==> src/rtl/alu_cmd_seq_if.sv <==
// Command, ALU-side and response signals between the sequencer and its neighbours.
// The sequencer takes the slave view; the command source, response sink and ALU take the master view.
interface alu_cmd_seq_if;
  logic       cmd_valid_i;
  logic       cmd_ready_o;
  logic [3:0] cmd_op_i;
  logic [1:0] cmd_dst_i;
  logic [1:0] cmd_src_a_i;
  logic [1:0] cmd_src_b_i;
  logic [3:0] cmd_imm_i;
  logic       cmd_use_imm_i;

  logic [3:0] alu_a_o;
  logic [3:0] alu_b_o;
  logic [3:0] alu_op_o;
  logic [3:0] alu_result_i;
  logic       alu_invalid_i;

  logic       rsp_valid_o;
  logic       rsp_ready_i;
  logic [3:0] rsp_data_o;
  logic       rsp_err_o;

  modport slave (
    input  cmd_valid_i, cmd_op_i, cmd_dst_i, cmd_src_a_i, cmd_src_b_i, cmd_imm_i, cmd_use_imm_i,
    output cmd_ready_o,
    output alu_a_o, alu_b_o, alu_op_o,
    input  alu_result_i, alu_invalid_i,
    output rsp_valid_o, rsp_data_o, rsp_err_o,
    input  rsp_ready_i
  );

  modport master (
    output cmd_valid_i, cmd_op_i, cmd_dst_i, cmd_src_a_i, cmd_src_b_i, cmd_imm_i, cmd_use_imm_i,
    input  cmd_ready_o,
    input  alu_a_o, alu_b_o, alu_op_o,
    output alu_result_i, alu_invalid_i,
    input  rsp_valid_o, rsp_data_o, rsp_err_o,
    output rsp_ready_i
  );
endinterface

==> src/rtl/alu_cmd_seq.sv <==
// Single-outstanding command sequencer in front of the 4-bit ALU with a 4x4 register file.
// Optional ALU_SEQ_ERR_CNT_EN adds a saturating 8-bit count of invalid ops (err_cnt_o).
module alu_cmd_seq (
  input  logic clk_i,
  input  logic rst_i,
  alu_cmd_seq_if.slave bus
`ifdef ALU_SEQ_ERR_CNT_EN
  ,
  output logic [7:0] err_cnt_o
`endif
);

  typedef enum logic [1:0] {IDLE, EXEC, RESP} state_t;

  typedef struct packed {
    logic [3:0] op;
    logic [1:0] dst;
    logic [1:0] src_a;
    logic [1:0] src_b;
    logic [3:0] imm;
    logic       use_imm;
  } cmd_t;

  state_t          state;
  logic [3:0][3:0] regs;
  logic [1:0]      dst_q;
  cmd_t            cmd;
  logic            accept;

  assign cmd    = '{op: bus.cmd_op_i, dst: bus.cmd_dst_i, src_a: bus.cmd_src_a_i,
                    src_b: bus.cmd_src_b_i, imm: bus.cmd_imm_i, use_imm: bus.cmd_use_imm_i};
  assign accept = bus.cmd_valid_i && bus.cmd_ready_o;

  // cmd_ready_o is registered, so it stays low on the first edge out of reset.
  always_ff @(posedge clk_i) begin
    if (rst_i) begin
      state           <= IDLE;
      regs            <= '0;
      dst_q           <= '0;
      bus.cmd_ready_o <= 1'b0;
      bus.alu_a_o     <= '0;
      bus.alu_b_o     <= '0;
      bus.alu_op_o    <= '0;
      bus.rsp_valid_o <= 1'b0;
      bus.rsp_data_o  <= '0;
      bus.rsp_err_o   <= 1'b0;
    end else begin
      case (state)
        IDLE: begin
          bus.cmd_ready_o <= 1'b1;
          if (accept) begin
            bus.alu_a_o     <= regs[cmd.src_a];
            bus.alu_b_o     <= cmd.use_imm ? cmd.imm : regs[cmd.src_b];
            bus.alu_op_o    <= cmd.op;
            dst_q           <= cmd.dst;
            bus.cmd_ready_o <= 1'b0;
            state           <= EXEC;
          end
        end
        EXEC: begin
          // ALU inputs have been stable a full cycle; capture its result now.
          if (bus.alu_invalid_i) begin
            bus.rsp_data_o <= '0;
            bus.rsp_err_o  <= 1'b1;
          end else begin
            regs[dst_q]    <= bus.alu_result_i;
            bus.rsp_data_o <= bus.alu_result_i;
            bus.rsp_err_o  <= 1'b0;
          end
          bus.rsp_valid_o <= 1'b1;
          state           <= RESP;
        end
        RESP: begin
          if (bus.rsp_ready_i) begin
            bus.rsp_valid_o <= 1'b0;
            bus.cmd_ready_o <= 1'b1;
            state           <= IDLE;
          end
        end
        default: state <= IDLE;
      endcase
    end
  end

`ifdef ALU_SEQ_ERR_CNT_EN
  always_ff @(posedge clk_i) begin
    if (rst_i)
      err_cnt_o <= '0;
    else if (state == EXEC && bus.alu_invalid_i && err_cnt_o != 8'hFF)
      err_cnt_o <= err_cnt_o + 8'd1;
  end
`endif

endmodule

==> src/flat_wrapper.sv <==
// flat-port wrapper written by rule: the top's interface ports become plain ports
module alu_cmd_seq_flat 
  (clk_i, rst_i, bus_cmd_valid_i, bus_cmd_op_i, bus_cmd_dst_i, bus_cmd_src_a_i, bus_cmd_src_b_i, bus_cmd_imm_i, bus_cmd_use_imm_i, bus_cmd_ready_o, bus_alu_a_o, bus_alu_b_o, bus_alu_op_o, bus_alu_result_i, bus_alu_invalid_i, bus_rsp_valid_o, bus_rsp_data_o, bus_rsp_err_o, bus_rsp_ready_i);
  alu_cmd_seq_if bus_i ();
  input  logic clk_i;
  input  logic rst_i;
  input wire logic [$bits(bus_i.cmd_valid_i)-1:0] bus_cmd_valid_i;
  input wire logic [$bits(bus_i.cmd_op_i)-1:0] bus_cmd_op_i;
  input wire logic [$bits(bus_i.cmd_dst_i)-1:0] bus_cmd_dst_i;
  input wire logic [$bits(bus_i.cmd_src_a_i)-1:0] bus_cmd_src_a_i;
  input wire logic [$bits(bus_i.cmd_src_b_i)-1:0] bus_cmd_src_b_i;
  input wire logic [$bits(bus_i.cmd_imm_i)-1:0] bus_cmd_imm_i;
  input wire logic [$bits(bus_i.cmd_use_imm_i)-1:0] bus_cmd_use_imm_i;
  output wire logic [$bits(bus_i.cmd_ready_o)-1:0] bus_cmd_ready_o;
  output wire logic [$bits(bus_i.alu_a_o)-1:0] bus_alu_a_o;
  output wire logic [$bits(bus_i.alu_b_o)-1:0] bus_alu_b_o;
  output wire logic [$bits(bus_i.alu_op_o)-1:0] bus_alu_op_o;
  input wire logic [$bits(bus_i.alu_result_i)-1:0] bus_alu_result_i;
  input wire logic [$bits(bus_i.alu_invalid_i)-1:0] bus_alu_invalid_i;
  output wire logic [$bits(bus_i.rsp_valid_o)-1:0] bus_rsp_valid_o;
  output wire logic [$bits(bus_i.rsp_data_o)-1:0] bus_rsp_data_o;
  output wire logic [$bits(bus_i.rsp_err_o)-1:0] bus_rsp_err_o;
  input wire logic [$bits(bus_i.rsp_ready_i)-1:0] bus_rsp_ready_i;
  assign bus_i.cmd_valid_i = bus_cmd_valid_i;
  assign bus_i.cmd_op_i = bus_cmd_op_i;
  assign bus_i.cmd_dst_i = bus_cmd_dst_i;
  assign bus_i.cmd_src_a_i = bus_cmd_src_a_i;
  assign bus_i.cmd_src_b_i = bus_cmd_src_b_i;
  assign bus_i.cmd_imm_i = bus_cmd_imm_i;
  assign bus_i.cmd_use_imm_i = bus_cmd_use_imm_i;
  assign bus_cmd_ready_o = bus_i.cmd_ready_o;
  assign bus_alu_a_o = bus_i.alu_a_o;
  assign bus_alu_b_o = bus_i.alu_b_o;
  assign bus_alu_op_o = bus_i.alu_op_o;
  assign bus_i.alu_result_i = bus_alu_result_i;
  assign bus_i.alu_invalid_i = bus_alu_invalid_i;
  assign bus_rsp_valid_o = bus_i.rsp_valid_o;
  assign bus_rsp_data_o = bus_i.rsp_data_o;
  assign bus_rsp_err_o = bus_i.rsp_err_o;
  assign bus_i.rsp_ready_i = bus_rsp_ready_i;
  alu_cmd_seq u_core (.clk_i(clk_i), .rst_i(rst_i), .bus(bus_i));
endmodule
==> config.mk <==
export PLATFORM = sky130hd
export DESIGN_NAME = alu_cmd_seq_flat
export DESIGN_NICKNAME = d
export VERILOG_FILES = /design/src/rtl/alu_cmd_seq_if.sv /design/src/rtl/alu_cmd_seq.sv /design/src/flat_wrapper.sv
export SDC_FILE = /design/constraint.sdc
export NUM_CORES = 1
export LEC_CHECK = 0
export ABC_AREA = 1
export BUFFER_PORTS_ARGS = -buffer_cell sky130_fd_sc_hd__buf_2
export CAP_MARGIN = 25
export CORE_UTILIZATION = 53
export DETAILED_ROUTE_END_ITERATION = 10
export GPL_TIMING_DRIVEN = 0
export PLACE_DENSITY_LB_ADDON = 0.12
export SYNTH_ARGS = -nofsm -noshare
export SYNTH_HDL_FRONTEND = slang
export SYNTH_SLANG_ARGS = --single-unit
export TNS_END_PERCENT = 10
==> constraint.sdc <==
create_clock -name clk_i -period 1.5 [get_ports clk_i]
set_input_delay 0.225 -clock clk_i [delete_from_list [all_inputs] [get_ports clk_i]]
set_output_delay 0.225 -clock clk_i [all_outputs]
set_load 0.01 [all_outputs]
# [Word-level counts from Yosys, hierarchy flattened]
# Index checks and enable logic that the tools add are counted.
[word_totals] regBits=39 latch_bits=0 mem_bits_rw=0 mem_bits_ro=0 input_bits=24 out_inout_bits=19 elab_cells=50 mem_count=0
[op_classes] addsub=0 multipliers=0 div=0 order_cmp=4 eq_ne=4 shift=0 muxes=18 bitwise=1 n_reduce_logical=10
[op_table] op="$mux 4" n=5
[op_table] op="$bmux 4 s2" n=2
[op_table] op="$bwmux 16" n=1
[op_table] op="$reduce_and 2->1" n=5
[op_table] op="$lt 2x3->1 const B" n=3
[op_table] op="$demux 4 s2" n=1
[op_table] op="$pmux 2 s3" n=1
[op_table] op="$mux 1" n=4
[op_table] op="$mux 2" n=2
[op_table] op="$pmux 1 s2" n=2
[op_table] op="$reduce_bool 2->1" n=2
[op_table] op="$eq 2x1->1 const B" n=1
[op_table] op="$eq 2x2->1 const B" n=1
[op_table] op="$ge 2x1->1 const B" n=1
[op_table] op="$logic_and 1x1->1" n=2
[op_table] op="$logic_not 2->1" n=1
[op_table] op="$ne 2x1->1 const B" n=1
[op_table] op="$ne 2x2->1 const B" n=1
[op_table] op="$not 1->1" n=1

# [Depth between registers and ports, before layout]
[depth] word_depth=5 ltp_mapped=7 mapped_depth_nobuf=7

# [Least setup slack after synthesis]
# OpenSTA, ideal clock, no wires.
[synth_timing] path_kind="register -> register" from="register u_core.bus.cmd_ready_o" to="register u_core.bus.alu_a_o[2]" arrival_ns=0.952 required_time_ns=1.391 setup_slack_ns=0.439 path_stages_with_launch=7 synth_period_minus_slack_ns=1.061 path_cell_list="dfxtp_1 > nand2_1 > nor2_4 > buf_6 > nand3_1 > nand2_1 > inv_1"
[synth_between] elab_chain_cells=2
[synth_lines] element="start, declared" line="alu_cmd_seq_if.sv:26" source="output cmd_ready_o,"
[synth_lines] element="start signal, assigned" line="alu_cmd_seq.sv:40" source="bus.cmd_ready_o <= 1'b0;"
[synth_lines] element="start signal, assigned" line="alu_cmd_seq.sv:50" source="bus.cmd_ready_o <= 1'b1;"
[synth_lines] element="start signal, assigned" line="alu_cmd_seq.sv:56" source="bus.cmd_ready_o <= 1'b0;"
[synth_lines] element="$logic_and 1x1->1" line="alu_cmd_seq.sv:32" source="assign accept = bus.cmd_valid_i && bus.cmd_ready_o;"
[synth_lines] element="$reduce_and 2->1 (no source line)"
[synth_lines] element="end signal, assigned" line="alu_cmd_seq.sv:52" source="bus.alu_a_o <= regs[cmd.src_a];"
[synth_lines] element="end, declared" line="alu_cmd_seq_if.sv:27" source="output alu_a_o, alu_b_o, alu_op_o,"
# No other way between the ends.
# A chain may end at the register's enable or synchronous reset.

# [Worst setup path after layout]
[layout_timing] from="register u_core.state[0]" to="register u_core.regs[9] (netlist bit)"
[layout_between] elab_chain_cells=2
[layout_lines] element="start, declared" line="alu_cmd_seq.sv:24" source="state_t state;"
[layout_lines] element="start signal, assigned" line="alu_cmd_seq.sv:37" source="state <= IDLE;"
[layout_lines] element="start signal, assigned" line="alu_cmd_seq.sv:57" source="state <= EXEC;"
[layout_lines] element="start signal, assigned" line="alu_cmd_seq.sv:71" source="state <= RESP;"
[layout_lines] element="$eq 2x1->1" line="alu_cmd_seq.sv:48" source="case (state)"
[layout_lines] element="$reduce_and 2->1 (no source line)"
[layout_lines] element="end signal, assigned by index" line="alu_cmd_seq.sv:66" source="regs[dst_q] <= bus.alu_result_i;"
[layout_lines] element="end, declared" line="alu_cmd_seq.sv:25" source="logic [3:0][3:0] regs;"
# No other way between the ends.

==> results.md <==
- Outcome: finished, final reports clean
- Num ports: 43
- Worst Tran Pin Value: 0.471 ns
- Area grow syn2layout: 17.2%
- Hold Fails Final Rpt: 0
- Clk sinks: 39
- Crit path largest cell delay: 0.37 ns
- Fmax: 0.854 GHz
- Cells after Synth: 271
- Top cells by area, synth: dfxtp_1, nand2_1, nor2_1
- Startpoint Class: register
- CTS HTree Levels: 2
- WL/cell: 10.6 um
- Root Buffer: clkbuf_4
- Synth warn: 0
- DP HPWL: 2950 um
- Worst hold path class: in -> reg
- Place WS: 0.299 ns
- Post-route design area: 2140 um2
- Syn Nets: 295
- Leak: 1.04 nW
- Max transition margin: 68.6%
- Period utilisation layout: 78.1%
- Max Clock Skew: 0.00879 ns
- CTS tree: built
- Clock slew at reported path FFs: 0.12 ns
- Slew Limit Fails: 0
- GRT Total Usage: 23.3%
- Highest net fanout along the worst path: 8
- Hold_sp: bus_cmd_op_i[2]
- Core box area: 3150 um2
- FILL cells: 309
- Tot Pwr: 0.00194 W
- Setup ws final: 0.329 ns
- DIE HEIGHT: 60.7 um
- Port bufs: 41
- Critical path startpoint: u_core.state[0]$_SDFFE_PP0P_
- Worst-Skew Late Latency: 0.35 ns
- Routed vias: 1,727
- Antenna violations before repair: 0
- Die area: 3680 um2
- WL final: 3850 um
- Final setup fails: 0
- N_diodes: 0
- DR DRC count: 0
- FP Rows: 20
- Post-Syn Area: 1830 um2
- Die Width: 60.7 um
- Number of global-route vias before repair: 1,381
- Min Tclk post-route: 1.17 ns
- Worst Setup End Kind: register
- Total CTS buffers: 5
- Synth area leader: dfxtp_1
- Yosys cell types: 20
- Placer Congestion: 0.895
- 1st-pass router iterations: 4
- VDD IR max: 796 uV
- Worst-path cell chain: inv_2 -> nor2_4 -> nand2_4 -> nor2_4 -> nand2_1 -> nand2_1 -> nor2_1
- Setup tns final: 0 ns
- Largest net degree at the start of global routing: 13
- Antenna-violating nets left: 0
- Number of DRC markers in iteration 0: 52
- R2r startpoint: u_core.state[0]$_SDFFE_PP0P_
- Unrepaired setup endpoints after global routing: false
- Grt total ovfl: 0
- Worst Path Arrival: 1.42 ns
- Critical path class: reg -> reg
- Nets@finish: 343
- Placement Cell Area: 2090 um2
- Hold_buf cts: 0
- Required @ worst endpoint: 1.75 ns
- Layout cells sized above 1: 20.0%
- Reg area: 781 um2
- Flip-flop and latch count after synthesis: 39
- Initial Util: 57.9%
- Via density: 4.74
- Syn Area/Cell: 6.74 um2
- Slowest cell on crit path: dfxtp_1
- Max-cap violation count: 0
- Top cell type's share of synthesized area: 42.8%
- Maximum clock path buffer count: 2
- # resized after CTS: 0
- First-pass GRT wire length: 6200 um
- P per Cell Area: 906 nW/um2
- Post-synthesis sequential area ratio: 42.8%
- Area of the multi-input gates: 892 um2
- Number of post-CTS setup repair buffers: 0
==> cell type report <==
cell class | instances | area share [%]
buffer | 7 | 2.05
clock inverter | 2 | 0.585
multi-input combinational | 196 | 41.7
timing repair buffer | 41 | 9.59
clock buffer | 6 | 1.93
tap | 44 | 2.57
sequential | 39 | 36.5
inverter | 29 | 5.09
==> where the power goes <==
part / switching [W] / leakage, nW / internal, W
Sequential: 0.0000254 / 0.317 / 0.00108
Combinational: 0.000182 / 0.693 / 0.000117
Clock: 0.000351 / 0.0282 / 0.000181
==> cell usage in the layout (no fill, tap or decap) <==
cell type | Yosys | final
nand2_4 | 1 | 1
inv_1 | 26 | 26
a21oi_1 | 17 | 17
o21ai_0 | 11 | 11
o21ai_2 | 1 | 1
nor2_8 | 2 | 2
nor2_1 | 57 | 57
clkinvlp_4 | 0 | 1
nand3b_1 | 1 | 1
clkinv_2 | 0 | 1
inv_2 | 2 | 2
nand2_1 | 78 | 78
buf_2 | 2 | 43
clkbuf_1 | 3 | 4
buf_6 | 2 | 2
nor2_4 | 4 | 4
clkbuf_4 | 0 | 5
nand3_1 | 17 | 17
o211ai_1 | 4 | 4
dfxtp_1 | 39 | 39
o21ai_1 | 1 | 1
nand2_2 | 2 | 2
clkinv_1 | 1 | 1
==> synth_stat cells <==
cell	n
buf_2	2
nor2_8	2
clkbuf_1	3
buf_6	2
nand2_4	1
nor2_4	4
o21ai_0	11
nand2_1	78
a21oi_1	17
dfxtp_1	39
nand2_2	2
inv_1	26
inv_2	2
o21ai_1	1
o211ai_1	4
nand3_1	17
o21ai_2	1
clkinv_1	1
nor2_1	57
nand3b_1	1
==> stage by stage <==
step           hold slack, ns  util (%)  instances
2_1_floorplan           0.368         -        271
3_3_place_gp            0.450      66.2        356
3_5_place_dp            0.455      66.2        356
4_1_cts                 0.114      67.9        364
5_1_grt                0.0985      67.9        364
6_report                0.118      67.9        364
==> metal layers <==
metal | vias to the layer above | GRT usage (%) | wire (um)
li1 | 933 | - | -
met1 | 752 | 31.4 | 1930
met2 | 38 | 36.6 | 1730
met4 | 0 | 6.82 | 35
met5 | - | 0 | 0
met3 | 4 | 6.40 | 156
==> sequential cells by signal, summed over array words and instances (netlist names) <==
signal and cells:
u_core.dst_q 2, u_core.bus.alu_a_o 4, u_core.bus.alu_op_o 4, u_core.bus.rsp_valid_o 1, u_core.bus.alu_b_o 4, u_core.bus.rsp_data_o 4
u_core.bus.cmd_ready_o 1, u_core.regs 16, u_core.bus.rsp_err_o 1, u_core.state 2
==> cells by family (layout without fill, tap and decap cells) <==
family | Yosys count | after routing | share of synthesized area [%]
and+or+nand+nor | 162 | 162 | 38.8
DFF | 39 | 39 | 42.8
buffers and inverters | 36 | 85 | 8.36
AOI/OAI and AO/OA | 34 | 34 | 10.1
==> path summary, 6_finish.rpt <==
kind                                                end  slack [ns]  depth (start not counted)
setup / recovery            u_core.regs[9]$_SDFFE_PP0P_        0.33                          7
hold / removal      u_core.bus.alu_op_o[2]$_SDFFE_PP0P_        0.12                          3
setup reg to reg            u_core.regs[9]$_SDFFE_PP0P_        0.33                          7
hold reg to reg   u_core.bus.rsp_data_o[0]$_SDFFE_PP0P_        0.47                          2
==> critical path, delay by kind of cell (launching register included) <==
| kind | cells | cell delay [ns] |
|---|---|---|
| buffers and inverters | 1 | 0.07 |
| DFF | 1 | 0.37 |
| and+or+nand+nor | 6 | 0.64 |
(Power assumes the default switching activity.)
